<file path="src/rtl/frame_arbiter_pkg.sv">
// Shared types and default sizing for the frame arbiter.
// Holds the FSM encoding and the default channel, sample and word-width constants.
package frame_arbiter_pkg;

  typedef enum logic [1:0] {
    IDLE  = 2'd0,
    BURST = 2'd1
  } state_e;

  localparam int DEF_N_CHANNELS = 4;
  localparam int DEF_N_SAMPLES  = 8;
  localparam int DEF_BIT_WIDTH  = 32;

  // A single requester still needs a 1-bit channel id.
  function automatic int idx_w(input int n);
    return (n > 1) ? $clog2(n) : 1;
  endfunction

endpackage

</file>
<file path="src/rtl/frame_arbiter_rr_select.sv">
// Combinational round-robin search: first asserted request at or above prio,
// wrapping modulo N.
module rr_select #(
  parameter int N  = 4,
  parameter int IW = 2
) (
  input  logic [N-1:0]  req,
  input  logic [IW-1:0] prio,
  output logic [IW-1:0] grant,
  output logic          any
);

  // One spare bit so prio + offset cannot overflow before the wrap compare.
  logic [IW:0] slot;

  always_comb begin
    grant = '0;
    any   = 1'b0;
    slot  = '0;
    for (int i = 0; i < N; i++) begin
      slot = {1'b0, prio} + (IW+1)'(i);
      if (slot >= (IW+1)'(N)) slot = slot - (IW+1)'(N);
      if (!any && req[slot[IW-1:0]]) begin
        grant = slot[IW-1:0];
        any   = 1'b1;
      end
    end
  end

endmodule

</file>
<file path="src/rtl/frame_arbiter.sv">
// Round-robin frame arbiter: grants one serial requester at a time for a full
// frame of N_SAMPLES words and passes its words through to a shared deserializer.
//
// state | meaning
// IDLE  | no grant; arbitrate among requesters this cycle
// BURST | forward granted channel until N_SAMPLES words have transferred
module frame_arbiter
  import frame_arbiter_pkg::*;
#(
  parameter int N_CHANNELS = DEF_N_CHANNELS,
  parameter int N_SAMPLES  = DEF_N_SAMPLES,
  parameter int BIT_WIDTH  = DEF_BIT_WIDTH
) (
  input  logic                           clk,
  input  logic                           reset,
  input  logic [N_CHANNELS-1:0]          recv_val,
  output logic [N_CHANNELS-1:0]          recv_rdy,
  input  logic [BIT_WIDTH-1:0]           recv_msg [N_CHANNELS],
  output logic                           send_val,
  input  logic                           send_rdy,
  output logic [BIT_WIDTH-1:0]           send_msg,
  output logic [idx_w(N_CHANNELS)-1:0]   send_chan,
  output logic                           send_last
);

  localparam int CHAN_W = idx_w(N_CHANNELS);
  localparam int CNT_W  = $clog2(N_SAMPLES) + 1;
  localparam logic [CNT_W-1:0]  LAST_CNT = CNT_W'(N_SAMPLES - 1);
  localparam logic [CHAN_W-1:0] LAST_CH  = CHAN_W'(N_CHANNELS - 1);

  state_e              state_q, state_d;
  logic [CNT_W-1:0]    count_q, count_d;
  logic [CHAN_W-1:0]   grant_q, grant_d;
  logic [CHAN_W-1:0]   prio_q,  prio_d;
  logic [CHAN_W-1:0]   rr_grant;
  logic                rr_any;

  rr_select #(
    .N  (N_CHANNELS),
    .IW (CHAN_W)
  ) u_rr_select (
    .req   (recv_val),
    .prio  (prio_q),
    .grant (rr_grant),
    .any   (rr_any)
  );

  always_comb begin
    state_d   = state_q;
    count_d   = count_q;
    grant_d   = grant_q;
    prio_d    = prio_q;
    send_val  = 1'b0;
    send_msg  = '0;
    recv_rdy  = '0;
    send_chan = '0;
    send_last = 1'b0;
    case (state_q)
      IDLE: begin
        if (rr_any) begin
          grant_d = rr_grant;
          state_d = BURST;
        end
      end
      BURST: begin
        // Pure pass-through: the granted channel sees the deserializer's ready.
        send_val           = recv_val[grant_q];
        send_msg           = recv_msg[grant_q];
        recv_rdy[grant_q]  = send_rdy;
        send_chan          = grant_q;
        send_last          = (count_q == LAST_CNT);
        if (send_val && send_rdy) begin
          if (count_q == LAST_CNT) begin
            count_d = '0;
            prio_d  = (grant_q == LAST_CH) ? '0 : grant_q + CHAN_W'(1);
            state_d = IDLE;
          end else begin
            count_d = count_q + CNT_W'(1);
          end
        end
      end
      default: state_d = IDLE;
    endcase
  end

  always_ff @(posedge clk) begin
    if (!reset) begin
      state_q <= IDLE;
      count_q <= '0;
      grant_q <= '0;
      prio_q  <= '0;
    end else begin
      state_q <= state_d;
      count_q <= count_d;
      grant_q <= grant_d;
      prio_q  <= prio_d;
    end
  end

endmodule

</file>
<file path="config.mk">
export PLATFORM = sky130hd
export DESIGN_NAME = frame_arbiter
export DESIGN_NICKNAME = d
export VERILOG_FILES = /design/src/rtl/frame_arbiter_pkg.sv /design/src/rtl/frame_arbiter_rr_select.sv /design/src/rtl/frame_arbiter.sv
export SDC_FILE = /design/constraint.sdc
export NUM_CORES = 1
export LEC_CHECK = 0
export BUFFER_PORTS_ARGS = -buffer_cell sky130_fd_sc_hd__buf_4
export CAP_MARGIN = 20
export CORE_MARGIN = 2
export CORE_UTILIZATION = 38
export CTS_CLUSTER_SIZE = 25
export DETAILED_ROUTE_END_ITERATION = 10
export PLACE_DENSITY = 0.83
export SETUP_SLACK_MARGIN = 0.02
export SLEW_MARGIN = 30
export SYNTH_ARGS = -nofsm -noshare
export SYNTH_HDL_FRONTEND = slang
export SYNTH_HIERARCHICAL = 1
export SYNTH_SLANG_ARGS = --single-unit
</file>
<file path="constraint.sdc">
create_clock -name clk -period 3.5 [get_ports clk]
set_clock_uncertainty 0.15 [all_clocks]
set_input_delay 0.525 -clock clk [delete_from_list [all_inputs] [get_ports clk]]
set_output_delay 0.525 -clock clk [all_outputs]
set_load 0.02 [all_outputs]
</file>
==> flow_summary_export.csv <==
group,metric,value,unit
outcome,outcome,"complete, no violations",
timing,hold_viol,0,
synthesis,seq_area_frac_synth,0.110,
layout,layout-drive-gt1-share,0.671,
pwr,worst_ir_drop_vdd,0.248,mV
hold_path,hold_start,"count_q[3]",
timing,finalSetupViolCount,0,
clock_tree,cts_max_level,1,
setup_path,path_class,"register to output pin",
timing,drv_slew,0,
setup_path,rrSetupSlack,1.63,ns
clock_tree,clock_path_buffers,2,
layout,nNetsFinal,463,
route,drt_iter0_drc,63,
synthesis,synth_area,1640,sq um
layout,layout_common_cells,"buf_4 (176), and2_1 (35), mux4_2 (32), nand2_1 (10)",
grt,grt_pass1_vias,2047,
grt,grt_usage,0.271,
synthesis,synth_cell_types,27,
layout,antenna_cells,0,
synthesis,synth_area_leaders,"mux4_2 (44%), and2_1 (13%), dfxtp_1 (11%)",
hold_path,hold_depth,2,
setup_path,required,2.82,ns
grt,antenna_found_initial,0,
clock_tree,cts_hold_buf,0,
route,via_count,1965,
pwr,pwr-share-seq,0.204,
job,max_cap_violations,0,
floorplanning,dieArea,4870,sq um
route,drt-total-wl,6690,um
timing,grt_setup_unrepaired,"no",
setup_path,cp_data_arrival_time,1.96,ns
placement,io_buffer_count,174,
timing,period_needed,2.64,ns
floorplanning,design.core.area,4090,sq um
setup_path,r2r-end,"prio_q[1]",
synthesis,syn_inst,154,
pwr,p_leak,0.00143,uW
setup_path,critPathCaptureType,"output pin",
setup_path,cp_slowest_stage_delay,0.59,ns
pwr,p_switching,170,uW
grt,grt_util_met2,0.486,
pwr,intPower,393,uW
grt,grt_use_met3,0.0712,
pwr,clockPowerShare,0.214,
setup_path,timing.rr.start,"grant_q[0]",
grt,grt_use_met1,0.316,
grt,top_usage_layer,"met2",
hold_path,hp-class,"register to register",
timing,holdWs,0.345,ns
clock_tree,cts_root_buf,"clkbuf_8",
timing,slew_headroom,0.587,
setup_path,worstSetupStartpointType,"register",
floorplanning,initial_core_util,0.402,
setup_path,critPathTopFamily,"flip-flops",
pwr,combPwrFrac,0.582,
setup_path,path_cells,"buf_12 -> mux4_2 -> and2_1 -> buf_4",
pwr,pwr_density_cell,188,nW/um^2
timing,worst_pin_slew,0.619,ns
synthesis,synth_top_area_cell,"mux4_2",
setup_path,critPathSlowestCell,"dfxtp_2",
setup_path,crit_buf_inv,2,
synthesis,syn_nets,294,
clock_tree,cts_tree,"yes",
floorplanning,fp-row-count,23,
synthesis,ys_ff_latch,9,
timing,fmax,379,MHz
synthesis,synth_warnings,6,
clock_tree,cts_buffers,3,
floorplanning,die_w,69.8,um
route,dr.pass1.iters,4,
placement,hpwl,5570,um
floorplanning,die_height,69.8,um
clock_tree,cts_resized,0,
synthesis,synthDominantCellAreaShare,0.439,
layout,areaGrowthSynthToFinish,82.3,%
setup_path,reg2reg_depth,5,
timing,tns,0,ns
timing,period_share,0.754,
clock_tree,postCtsSetupRepairBufs,0,
clock_tree,path_clk_slew,0.04,ns
route,vias_per_cell,5.28,
clock_tree,clkLatencyLatePin,0.23,ns
grt,grt_first_pass_wirelength,10500,um
synthesis,syn_area_per_cell,10.7,sq um
clock_tree,cts_sinks,9,
grt,grt_max_degree,31,
setup_path,cp_max_fo,29,
pwr,sw_frac_of_total,0.302,
placement,place_congestion,0.845,
route,avgRoutedWirePerCell,18.0,um
route,drc,0,
route,ant_nets,0,
floorplanning,io_pins,175,
hold_path,whs_endpoint,"count_q[3]",
grt,grt-ovfl-total,0,
layout,mostFrequentLayoutCell,"buf_4",
layer usage:
metal	share of wire	wire length, um
met3	0.087	580
met5	0	0
met4	0.022	147
met2	0.53	3550
met1	0.36	2410
flip-flops by register name, indices dropped and copies added (netlist names):
register / cells
count_q: 4
grant_q: 2
prio_q: 2
state_q: 1
synthesized netlist by cell type:
cell / number
and2_1: 35
mux4_2: 32
nand2_1: 10
dfxtp_1: 9
mux2i_1: 8
a21oi_1: 7
inv_1: 6
and3_1: 5
clkbuf_1: 5
ha_1: 5
nor2_1: 5
nor2b_1: 5
buf_2: 4
buf_12: 2
nand2b_1: 2
nand3_1: 2
o21ai_0: 2
a221o_1: 1
and3b_1: 1
buf_4: 1
buf_6: 1
inv_2: 1
nand3b_1: 1
nand4_1: 1
o221ai_1: 1
o22ai_4: 1
or3b_2: 1
area by class of cell:
class / instances / area (sq um)
timing repair buffer: 177 / 1340
multi-input combinational: 125 / 1340
fill: 330 / 1090
sequential: 9 / 181
tap: 50 / 62.6
clock buffer: 4 / 45.0
inverter: 7 / 26.3
kinds of logic after synthesis:
kind of cell,share of synthesized area
simple gates,0.238
mux,0.487
buf+inv,0.0754
compound gates,0.0510
flops,0.110
fa+ha+maj,0.0381
through the flow:
step	utilization	worst slack, ns	std cells	power (uW)	cell area [sq um]
after floorplan	-	1.43	154	270	1640
after global placement	0.722	1.10	368	438	2950
after detailed placement	0.722	1.07	368	445	2950
after CTS	0.733	0.819	372	565	3000
after global routing	0.733	0.730	372	595	3000
final	0.733	0.860	372	562	3000
power groups by stage:
stage               Combinational (uW)  Clock (uW)  Sequential [uW]
floorplan                          160           0              110
global placement                   321           0              117
detailed placement                 328           0              117
CTS                                329         122              115
global route                       349         129              116
finish                             327         120              115
tightest hold or removal path, cell delays in order (launching register included):
cell and delay [ns]:
dfxtp_1 0.31, nand2_1 0.07, mux2i_1 0.06
worst max-delay path by stage:
stage / end / slack (ns) / start / cells past startpoint
after global placement: send_msg[16] / 1.10 / grant_q[0] / 4
after floorplan: send_msg[10] / 1.43 / grant_q[0] / 4
final: send_msg[16] / 0.86 / grant_q[0] / 4
after CTS: send_msg[16] / 0.82 / grant_q[0] / 4
after global routing: send_msg[16] / 0.73 / grant_q[0] / 4
after detailed placement: send_msg[16] / 1.07 / grant_q[0] / 4
Note: power is estimated with default switching activity, not from simulation.
